$ cat src/rtl/rx_frame_ctrl.sv
// UART-style 8N1 receiver with centre-of-bit sampling and a one-entry output
// holding register that reports overrun and bad-stop-bit framing errors.
module rx_frame_ctrl #(
  parameter int unsigned CLKS_PER_BIT = 868
) (
  input  logic       clk,
  input  logic       reset,
  input  logic       rx_in,
  input  logic       rx_ready,
  input  logic       clr_overrun,
  output logic [7:0] rx_data,
  output logic       rx_valid,
  output logic       frame_err,
  output logic       overrun,
  output logic       busy,
  output logic [3:0] bit_count
);

  localparam int unsigned CntW = $clog2(CLKS_PER_BIT);
  localparam logic [CntW-1:0] HalfLast = CntW'(CLKS_PER_BIT / 2 - 1);
  localparam logic [CntW-1:0] BitLast  = CntW'(CLKS_PER_BIT - 1);

  typedef enum logic [1:0] {StIdle, StStart, StData, StStop} state_e;

  state_e          state_q;
  logic [CntW-1:0] cnt_q;
  logic [7:0]      shift_q;
  logic [1:0]      sync_q;
  logic            rx_s;
  logic            stop_done;
  logic            stop_good;
  logic            stop_bad;

  assign rx_s      = sync_q[1];
  assign stop_done = (state_q == StStop) && (cnt_q == BitLast);
  assign stop_good = stop_done && rx_s;
  assign stop_bad  = stop_done && !rx_s;
  assign busy      = (state_q != StIdle);

  always_ff @(posedge clk) begin
    if (reset) begin
      state_q   <= StIdle;
      cnt_q     <= '0;
      shift_q   <= '0;
      sync_q    <= 2'b11;
      rx_data   <= '0;
      rx_valid  <= 1'b0;
      frame_err <= 1'b0;
      overrun   <= 1'b0;
      bit_count <= '0;
    end else begin
      sync_q    <= {sync_q[0], rx_in};
      frame_err <= stop_bad;

      // A drop in the same cycle as clr_overrun must leave the flag set.
      if (clr_overrun) overrun <= 1'b0;
      if (stop_good) begin
        if (!rx_valid || rx_ready) begin
          rx_data  <= shift_q;
          rx_valid <= 1'b1;
        end else begin
          overrun <= 1'b1;
        end
      end else if (rx_valid && rx_ready) begin
        rx_valid <= 1'b0;
      end

      unique case (state_q)
        StIdle: begin
          cnt_q     <= '0;
          bit_count <= '0;
          if (!rx_s) state_q <= StStart;
        end
        StStart: begin
          if (cnt_q == HalfLast) begin
            cnt_q   <= '0;
            state_q <= rx_s ? StIdle : StData;
          end else begin
            cnt_q <= cnt_q + CntW'(1);
          end
        end
        StData: begin
          if (cnt_q == BitLast) begin
            cnt_q     <= '0;
            shift_q   <= {rx_s, shift_q[7:1]};
            bit_count <= bit_count + 4'd1;
            if (bit_count == 4'd7) state_q <= StStop;
          end else begin
            cnt_q <= cnt_q + CntW'(1);
          end
        end
        StStop: begin
          if (cnt_q == BitLast) begin
            cnt_q   <= '0;
            state_q <= StIdle;
          end else begin
            cnt_q <= cnt_q + CntW'(1);
          end
        end
        default: state_q <= StIdle;
      endcase
    end
  end

endmodule
$ cat config.mk
export PLATFORM = sky130hd
export DESIGN_NAME = rx_frame_ctrl
export DESIGN_NICKNAME = d
export VERILOG_FILES = /design/src/rtl/rx_frame_ctrl.sv
export SDC_FILE = /design/constraint.sdc
export NUM_CORES = 1
export LEC_CHECK = 0
export ABC_CLOCK_PERIOD_IN_PS = 2600
export CORE_MARGIN = 5
export CORE_UTILIZATION = 25
export DETAILED_ROUTE_END_ITERATION = 6
export GPL_TIMING_DRIVEN = 0
export PLACE_DENSITY = 0.41
export SKIP_CTS_REPAIR_TIMING = 1
export SLEW_MARGIN = 20
export SYNTH_ARGS = -nofsm -noshare
export SYNTH_HDL_FRONTEND = slang
export SYNTH_SLANG_ARGS = --single-unit
$ cat constraint.sdc
create_clock -name clk -period 2.6 [get_ports clk]
set_input_delay 0.78 -clock clk [delete_from_list [all_inputs] [get_ports clk]]
set_output_delay 0.78 -clock clk [all_outputs]
set_load 0.02 [all_outputs]
==> impl_metrics.json <==
{
  "status": "complete, no violations",
  "fmax_mhz": 408,
  "grt_pass1_vias": 1285,
  "period_share_pct": 94.4,
  "cts_htree_levels": 2,
  "crit_path_top_delay_cell": "clkdlybuf4s50_1",
  "ir_worst_vdd_mv": 0.296,
  "synth_compound_area_share_pct": 9.97,
  "setup-violations-final": 0,
  "ys_ff_latch": 37,
  "fin_worst_skew_ns": 0.00365,
  "synth_cell_types": 36,
  "critPathKind": "reg2out",
  "fin_util_pct": 31.4,
  "synthSimpleGateAreaFrac_pct": 26.3,
  "relSlewSlack_pct": 47.6,
  "netlist_area_um2": 1590,
  "yosysSeqAreaShare_pct": 46.5,
  "wirelength_mm": 3.69,
  "leakage_nw": 0.643,
  "route.detailed.drc": 0,
  "crit_required_ns": 1.82,
  "vias": 1319,
  "hold_slack_ns": 0.420,
  "crit_path_end": "busy",
  "chipWidth_um": 89.9,
  "row_count": 29,
  "synth_area_per_cell_um2": 8.86,
  "start_kind": "register",
  "drt_iter0_markers": 36,
  "synth_top_family_by_area": "simple AND/OR/NAND/NOR gates",
  "placed_cells": 276,
  "clockRootBuffer": "clkbuf_8",
  "clock_latency_ns": 0.28,
  "rr_worst_depth": 5,
  "drt_pass1_iterations": 4,
  "period_minus_slack_ns": 2.45,
  "worst_pin_slew_ns": 0.781,
  "io_pins": 21,
  "synth_mux_area_share_pct": 6.28,
  "dp_hpwl_mm": 2.73,
  "synth_top_area_share_pct": 46.5,
  "finalNetCount": 213,
  "antenna_found_initial": 0,
  "crit_fanout": 11,
  "cp_cell_sequence": "inv_1 > nand2_1 > clkdlybuf4s50_1",
  "mostFrequentLayoutCells": "dfxtp_1, nor2_1, clkdlybuf4s50_1",
  "cap_violations": 0,
  "coreArea_um2": 6280,
  "synth_area_leaders": "dfxtp_1, mux2i_1, nor2_1",
  "clock-sinks": 37,
  "yosys_warnings": 0,
  "grt_pass1_wl_mm": 6.46,
  "netlist_instances": 180,
  "worstSetupEndpointType": "output port",
  "hold_violations": 0,
  "synth.net_count": 188,
  "cts_tree": "yes",
  "gp_congestion": 0.720,
  "port_buffers": 19,
  "reg2reg_slack_ns": 0.41,
  "min_path_type": "reg2reg",
  "slowest_delay_ns": 0.59,
  "fill_cells": 703,
  "tns_ns": 0,
  "instances_no_fill": 282,
  "post_drt_via_cell_ratio": 4.68,
  "grt_usage_pct": 9.67,
  "synth_xor_area_share_pct": 4.40,
  "clkSlewWorstSetupHoldPaths_ns": 0.07,
  "reg2reg_from": "cnt_q[0]$_SDFF_PP0_",
  "ant_nets": 0,
  "rsz0062_at_grt": "no",
  "initial_core_util_pct": 25.4,
  "grt-ovfl-total": 0,
  "cts_buffer_depth": 2,
  "total_power_w": 0.00101,
  "wl_per_cell_um": 13.1,
  "cts_made_buffers": 5,
  "layout_commonest_cell": "dfxtp_1",
  "cp_data_arrival_time_ns": 1.67,
  "synthToLayoutAreaGrowth_pct": 23.5,
  "yosys.area.top_type": "dfxtp_1",
  "insertedDiodeCount": 0,
  "drive_gt1_share_pct": 8.29,
  "r2r-end": "overrun$_SDFF_PP0_",
  "grt_start_max_net_pins": 12,
  "fp.dieH_um": 89.9,
  "power.density_nw_per_um2": 513,
  "synth_fa_ha_area_share_pct": 2.35,
  "die_area_um2": 8070,
  "finalMaxSlewViolations": 0
}
how the worst min path moves through the flow:
stage,start,depth (start not counted),end,slack (ns)
after floorplan,sync_q[0]$_SDFF_PP1_,1,sync_q[1]$_SDFF_PP1_,0.39
after global placement,sync_q[0]$_SDFF_PP1_,1,sync_q[1]$_SDFF_PP1_,0.41
after detailed placement,sync_q[0]$_SDFF_PP1_,1,sync_q[1]$_SDFF_PP1_,0.40
after CTS,sync_q[0]$_SDFF_PP1_,1,sync_q[1]$_SDFF_PP1_,0.43
after global routing,sync_q[0]$_SDFF_PP1_,1,sync_q[1]$_SDFF_PP1_,0.44
final,sync_q[0]$_SDFF_PP1_,1,sync_q[1]$_SDFF_PP1_,0.42
metal layers:
metal / GRT usage, % / up-vias / wire length (um)
li1: - / 680 / -
met1: 13.2 / 614 / 1850
met2: 14.6 / 21 / 1650
met3: 3.26 / 4 / 167
met4: 2.61 / 0 / 26
met5: 0 / - / 0
report_power, final:
group	leakage [nW]	internal (W)	switching (W)
clock network	0.0433	0.000210	0.000202
registers	0.299	0.000569	0.00000223
logic	0.301	0.0000110	0.0000165
total	0.643	0.000790	0.000220
final cells by class:
| type | count | area, um2 | share of cell area (%) |
|---|---|---|---|
| multi-input combinational | 127 | 786 | 39.9 |
| sequential | 37 | 741 | 37.6 |
| timing repair buffer | 19 | 190 | 9.66 |
| tap | 77 | 96.3 | 4.90 |
| clock buffer | 6 | 82.6 | 4.20 |
| buffer | 9 | 42.5 | 2.16 |
| inverter | 6 | 22.5 | 1.14 |
| clock inverter | 1 | 7.51 | 0.381 |
critical path: cells and delay by family, from the launching register on:
family        cells  cell delay (ns)
buf+inv           2             0.76
flops             1             0.53
simple gates      1             0.09
registers in the layout, summed over array words and instances (netlist names), named ones only:
name,flops
rx_data,8
overrun,1
state_q,1
frame_err,1
cnt_q,10
sync_q,2
rx_valid,1
bit_count,4
shift_q,8
cell families after synthesis:
kind of cell,after synthesis
compound gates,28
simple gates,78
buf+inv,16
flops,37
fa+ha+maj,3
mux,10
xor+xnor,8
cell usage after synthesis:
cell type,number
nor2_1,22
or4_1,1
nand4_1,5
and4_1,1
a31oi_1,3
dfxtp_1,37
or3b_1,1
nor4_4,1
and2_1,1
nand2b_1,3
nand4bb_1,1
nor3b_1,1
o31ai_1,1
mux2i_1,10
inv_1,6
o21ai_0,9
buf_4,1
a21oi_1,12
ha_1,3
buf_1,1
or2_2,2
nor3_1,3
a31o_2,1
xor2_1,6
nand2_1,10
clkbuf_1,5
buf_2,3
nand4b_1,1
and3_1,3
o32a_1,1
xnor2_1,2
or3_1,2
a311oi_1,1
nand3_1,16
or3_4,1
nor4_1,3
metrics by stage:
stage | setup slack (ns) | instance area, um2
final | 0.146 | 1970
after global placement | 0.280 | 1880
after CTS | -0.00781 | 1970
after global routing | 0.0504 | 1970
after floorplan | 0.650 | 1590
after detailed placement | 0.304 | 1880
Power figures use the tool's default switching activity.
